`src/rtl/ser7_pkg.sv`:
```
// ser7_pkg: constants and types shared by the ser7 deserialiser and the
// downstream q5/q6 ones-count/encoder stages.
//   WIDTH   : bits per serial frame / parallel word width
//   CNT_W   : bit-counter width (2**CNT_W >= WIDTH)
//   state_t : deserialiser FSM states
package ser7_pkg;

  localparam int WIDTH = 7;
  localparam int CNT_W = 3;

  typedef enum logic [0:0] {
    IDLE  = 1'b0,
    SHIFT = 1'b1
  } state_t;

endpackage

```
`src/rtl/ser7_outbuf.sv`:
```
// ser7_outbuf: one-entry valid/ready holding register for completed words.
// Ports:
//   clk, rst_n : clock, asynchronous active-low reset
//   load       : a complete word is offered this cycle
//   word       : the offered word (word[0] = first serial bit)
//   out_ready  : downstream accepts y this cycle
//   clr_ovr    : clears the sticky overrun flag
//   y          : held word, stable while out_valid && !out_ready
//   out_valid  : y holds an unaccepted word
//   overrun    : sticky, a word was dropped because the buffer was full
module ser7_outbuf #(
  parameter int WIDTH = ser7_pkg::WIDTH
) (
  input  logic             clk,
  input  logic             rst_n,
  input  logic             load,
  input  logic [0:WIDTH-1] word,
  input  logic             out_ready,
  input  logic             clr_ovr,
  output logic [0:WIDTH-1] y,
  output logic             out_valid,
  output logic             overrun
);
  import ser7_pkg::*;

  logic [0:WIDTH-1] y_r;
  logic             valid_r;
  logic             ovr_r;
  logic             free_s;
  logic             drop_s;
  logic             accept_s;

  // Buffer is free when empty or being drained in this very cycle.
  always_comb begin
    free_s   = !valid_r || out_ready;
    accept_s = valid_r && out_ready;
    drop_s   = load && !free_s;
  end

  // Load / accept / hold of the word register and its valid flag.
  always_ff @(posedge clk or negedge rst_n) begin
    if (!rst_n) begin
      y_r     <= '0;
      valid_r <= 1'b0;
    end else if (load && free_s) begin
      y_r     <= word;
      valid_r <= 1'b1;
    end else if (accept_s) begin
      valid_r <= 1'b0;
    end else begin
      valid_r <= valid_r;
    end
  end

  // Sticky overrun; a drop in the same cycle as clr_ovr keeps it set.
  always_ff @(posedge clk or negedge rst_n) begin
    if (!rst_n) begin
      ovr_r <= 1'b0;
    end else if (drop_s) begin
      ovr_r <= 1'b1;
    end else if (clr_ovr) begin
      ovr_r <= 1'b0;
    end else begin
      ovr_r <= ovr_r;
    end
  end

  assign y         = y_r;
  assign out_valid = valid_r;
  assign overrun   = ovr_r;

endmodule

```
`src/rtl/ser7_deser.sv`:
```
// ser7_deser: framed serial-to-parallel front end for the 7-bit q5/q6 stages.
// Ports:
//   clk, rst_n : clock, asynchronous active-low reset
//   sin        : serial data bit, qualified by sin_valid
//   sin_valid  : sin is valid this cycle
//   sof        : start of frame (bit on sin is bit 0), qualified by sin_valid
//   out_ready  : downstream accepts y this cycle
//   clr_ovr    : clears the sticky overrun flag
//   y          : assembled word, y[0] = first serial bit
//   out_valid  : y holds an unaccepted complete word
//   busy       : a frame is partially received (FSM in SHIFT)
//   overrun    : sticky, a completed word was dropped (buffer full)
//   frame_err  : one-cycle pulse, partial frame aborted by a new sof
module ser7_deser #(
  parameter int WIDTH = ser7_pkg::WIDTH,
  parameter int CNT_W = ser7_pkg::CNT_W
) (
  input  logic             clk,
  input  logic             rst_n,
  input  logic             sin,
  input  logic             sin_valid,
  input  logic             sof,
  input  logic             out_ready,
  input  logic             clr_ovr,
  output logic [0:WIDTH-1] y,
  output logic             out_valid,
  output logic             busy,
  output logic             overrun,
  output logic             frame_err
);
  import ser7_pkg::*;

  state_t           state_r;
  logic [CNT_W-1:0] cnt_r;
  logic [0:WIDTH-1] shift_r;
  logic             busy_r;
  logic             frame_err_r;

  logic             last_s;
  logic             complete_s;
  logic [0:WIDTH-1] word_s;

  // Completion: the final bit arrives without sof; the word handed to the
  // buffer includes that bit directly so out_valid follows one clock later.
  always_comb begin
    last_s     = (cnt_r == CNT_W'(WIDTH - 1));
    complete_s = (state_r == SHIFT) && sin_valid && !sof && last_s;
    word_s     = shift_r;
    word_s[WIDTH-1] = sin;
  end

  // Frame FSM with bit counter, shift register and registered status flags.
  always_ff @(posedge clk or negedge rst_n) begin
    if (!rst_n) begin
      state_r     <= IDLE;
      cnt_r       <= '0;
      shift_r     <= '0;
      busy_r      <= 1'b0;
      frame_err_r <= 1'b0;
    end else begin
      frame_err_r <= 1'b0;
      case (state_r)
        IDLE: begin
          if (sin_valid && sof) begin
            shift_r <= {sin, {(WIDTH-1){1'b0}}};
            cnt_r   <= CNT_W'(1);
            state_r <= SHIFT;
            busy_r  <= 1'b1;
          end
        end
        SHIFT: begin
          if (sin_valid && sof) begin
            // Restart wins even on the would-be final bit.
            shift_r     <= {sin, {(WIDTH-1){1'b0}}};
            cnt_r       <= CNT_W'(1);
            frame_err_r <= 1'b1;
          end else if (sin_valid) begin
            shift_r[cnt_r] <= sin;
            if (last_s) begin
              cnt_r   <= '0;
              state_r <= IDLE;
              busy_r  <= 1'b0;
            end else begin
              cnt_r <= cnt_r + CNT_W'(1);
            end
          end
        end
        default: begin
          state_r <= IDLE;
          cnt_r   <= '0;
          busy_r  <= 1'b0;
        end
      endcase
    end
  end

  ser7_outbuf #(.WIDTH(WIDTH)) u_outbuf (
    .clk       (clk),
    .rst_n     (rst_n),
    .load      (complete_s),
    .word      (word_s),
    .out_ready (out_ready),
    .clr_ovr   (clr_ovr),
    .y         (y),
    .out_valid (out_valid),
    .overrun   (overrun)
  );

  assign busy      = busy_r;
  assign frame_err = frame_err_r;

endmodule

```
`config.mk`:
```
export PLATFORM = sky130hd
export DESIGN_NAME = ser7_deser
export DESIGN_NICKNAME = d
export VERILOG_FILES = /design/src/rtl/ser7_pkg.sv /design/src/rtl/ser7_outbuf.sv /design/src/rtl/ser7_deser.sv
export SDC_FILE = /design/constraint.sdc
export NUM_CORES = 1
export LEC_CHECK = 0
export CORE_UTILIZATION = 35
export CTS_BUF_LIST = sky130_fd_sc_hd__clkbuf_4 sky130_fd_sc_hd__clkbuf_8
export DETAILED_ROUTE_END_ITERATION = 7
export PLACE_DENSITY = 0.68
export SLEW_MARGIN = 20
export SYNTH_ARGS = -nofsm -noshare
export SYNTH_HDL_FRONTEND = slang
export SYNTH_SLANG_ARGS = --single-unit
```
`constraint.sdc`:
```
create_clock -name clk -period 1.9 [get_ports clk]
set_input_delay 0.19 -clock clk [delete_from_list [all_inputs] [get_ports clk]]
set_output_delay 0.19 -clock clk [all_outputs]
set_load 0.1 [all_outputs]
```
==> impl_results.md <==
- Outcome: completed
- FF/Latch Area: 525.5 um^2
- Vias in the first global route: 730
- Number of routed nets with antenna violations: 0
- Yosys top cell by area: dfrtp_1
- H-tree levels: 1
- Final core utilization: 0.4580
- Total wire length: 1934 um
- Pint: 0.8035 mW
- Clk pin slew, worst setup/hold paths: 0.12 ns
- Vias per cell: 5.333
- Die area: 3059 um^2
- Startpoint Class: flop
- Layout cells sized above 1: 0.2685
- Ports: 18
- Sw Ratio: 0.4376
- Worst skew pair latency: 0.31 ns
- Synth Instances: 90
- Yosys top cell area share: 0.5283
- Hold WC Path Type: input port to asynchronous set/reset pin
- Clk pwr share: 0.162
- Sequential power share: 0.441
- Post-CTS Resized: 0
- Die width: 55.31 um
- Combinational power share: 0.398
- Synth warn: 0
- Initial core utilization: 0.3841
- CTS buffer count: 3
- DR pass1 iterations: 4
- Slew margin rel.: 0.7837
- Skew final: 0.01649 ns
- CP Class: flop to flop
- HPWL after detailed placement: 1361 um
- Core Rows: 18
- Post-route cell area: 1186 um^2
- Crit path arrival time: 1.80 ns
- Multi-input gate area: 390.4 um^2
- Largest net degree at the start of global routing: 22
- Minimum clock period: 1.606 ns
- Clk buf depth: 2
- Via count of the routed design: 736
- Hold buffer count at cts: 0
- Post-synthesis cell area: 994.7 um^2
- Drt wl/cell: 14.01 um
- RR Endpoint: u_outbuf.y[1]
- Gr usage total: 0.1400
- Slew Viols, Final: 0
- Reg2reg start: cnt_r[2]
- Post-synthesis register bit count: 21
- Filler instances: 245
- Number of synthesized flops with an enable pin: 0
- Pleak: 0.5614 nW
- Synth-to-Final Area Change: 19.25%
- IO buf count: 17
- Setup ws final: 0.2936 ns
- Req. time, crit path: 2.09 ns
- Setup crit start: cnt_r[2]
- Top FF cell, synth: dfrtp_1
- Reg-to-reg slack, setup: 0.29 ns
- Top cells by area, synth: dfrtp_1, mux2_2, nand2_1, inv_1, buf_6
- Final setup TNS: 0 ns
- CTS tree: done
- Grt total ovfl: 0
- Post-CTS setup buffers: 0
- Count leader, synth: dfrtp_1
- Core area: 2590 um^2
- Worst Reg-to-Reg Cells: 4
- Initial detailed-routing violation count: 22
- Net Count, Synth: 97
- Synth cell count leaders: dfrtp_1, nand2_1, inv_1, mux2_2, o21ai_0
- Synth cell types: 34
- Max_cap viols: 0
- Die height: 55.31 um
- # DRC: 0
- Sw Pwr: 0.6252 mW
- Slew @ Worst Pin: 0.3204 ns
- Unrepaired setup endpoints after global routing: no
- Dpl cell area: 1156 um^2
- Sink Count: 21
- Maximum operating frequency: 622.5 MHz
- RD Place Congestion: 0.8410
- Ys async rst share: 1.000
- Initial antenna violation count: 0
- Fin crit share: 0.8455
- Ant. Diodes: 0
- Final Power: 1.429 mW
- Nets@finish: 116
- Pwr dens: 1204 nW/um^2
- First-pass GRT wire length: 3374 um
- Root buf cell: clkbuf_4
- Hold violation count in the final report: 0
- Peak VDD IR: 0.0007578 V
- # setup viols final: 0
- Sequential share of the synthesized area: 0.5283
- Worst slack, placed: 0.2002 ns
- Avg Synthesized Cell Area: 11.05 um^2
- Worst-path fanout max: 11
- Setup crit end kind: flop
## metal layers
metal | routed length, um | vias up | track usage
li1 | - | 354 | -
met1 | 909 | 355 | 0.1659
met2 | 883 | 25 | 0.2289
met3 | 122 | 2 | 0.05386
met4 | 19 | 0 | 0.05357
met5 | 0 | - | 0
## stage by stage
stage,instances,hold WS [ns]
CTS,138,0.2005
global route,138,0.2164
detailed placement,134,0.4985
finish,138,0.1948
floorplan,90,-0.1056
global placement,134,0.4812
## placed cells by master (no fill, tap or decap), types with 2 or more instances in the layout
| master | Yosys | routed |
|---|---|---|
| buf_4 | 1 | 15 |
| clkbuf_4 | 0 | 4 |
| clkdlybuf4s50_1 | 0 | 6 |
| dfrtp_1 | 21 | 21 |
| inv_1 | 8 | 8 |
| mux2_2 | 7 | 7 |
| nand2_1 | 9 | 9 |
| nand2b_1 | 3 | 3 |
| nand3_1 | 2 | 2 |
| nand4b_1 | 2 | 2 |
| nor2_1 | 2 | 2 |
| o211ai_1 | 2 | 2 |
| o21ai_0 | 4 | 4 |
| o22ai_1 | 3 | 3 |
| o311ai_0 | 2 | 2 |
| or4_1 | 2 | 2 |
## flip-flops by register name, indices dropped and copies added (netlist names)
| name | cells |
|---|---|
| u_outbuf.y | 7 |
| shift_r | 6 |
| cnt_r | 3 |
| busy | 1 |
| frame_err | 1 |
| state_r | 1 |
| u_outbuf.out_valid | 1 |
| u_outbuf.overrun | 1 |
## cells by family (layout without fill, tap and decap cells)
kind of cell    Yosys count  count (layout)  synth area share
mux                       8               8           0.09434
simple gates             27              27            0.1635
flops                    21              21            0.5283
buf+inv                  15              33           0.07924
compound gates           19              19            0.1346
## power groups by stage
stage	sequential, mW	combinational (mW)	clock (mW)
global route	0.645	0.599	0.270
finish	0.629	0.568	0.231
floorplan	0.877	0.206	0
global placement	0.635	0.564	0
detailed placement	0.638	0.569	0
CTS	0.629	0.571	0.243
## critical path, stage by stage (launching register included)
cell	delay, ns
dfrtp_1	0.54
nand2_1	0.16
and4bb_1	0.29
buf_4	0.17
mux2_2	0.34
## worst max path at each step
stage | endpoint | depth (start not counted)
2_1_floorplan | u_outbuf.y[6] | 4
3_3_place_gp | u_outbuf.y[2] | 5
3_5_place_dp | u_outbuf.y[1] | 5
4_1_cts | u_outbuf.y[1] | 4
5_1_grt | u_outbuf.y[4] | 4
6_report | u_outbuf.y[1] | 4
## layout make-up
type / instances / share of cell area
Inverter: 8 / 0.02532
Clock buffer: 4 / 0.02532
Sequential cell: 21 / 0.4430
Multi-Input combinational cell: 54 / 0.3291
Tap cell: 30 / 0.03165
Timing Repair Buffer: 21 / 0.1456
No activity file was read; power rests on OpenSTA's default activity.
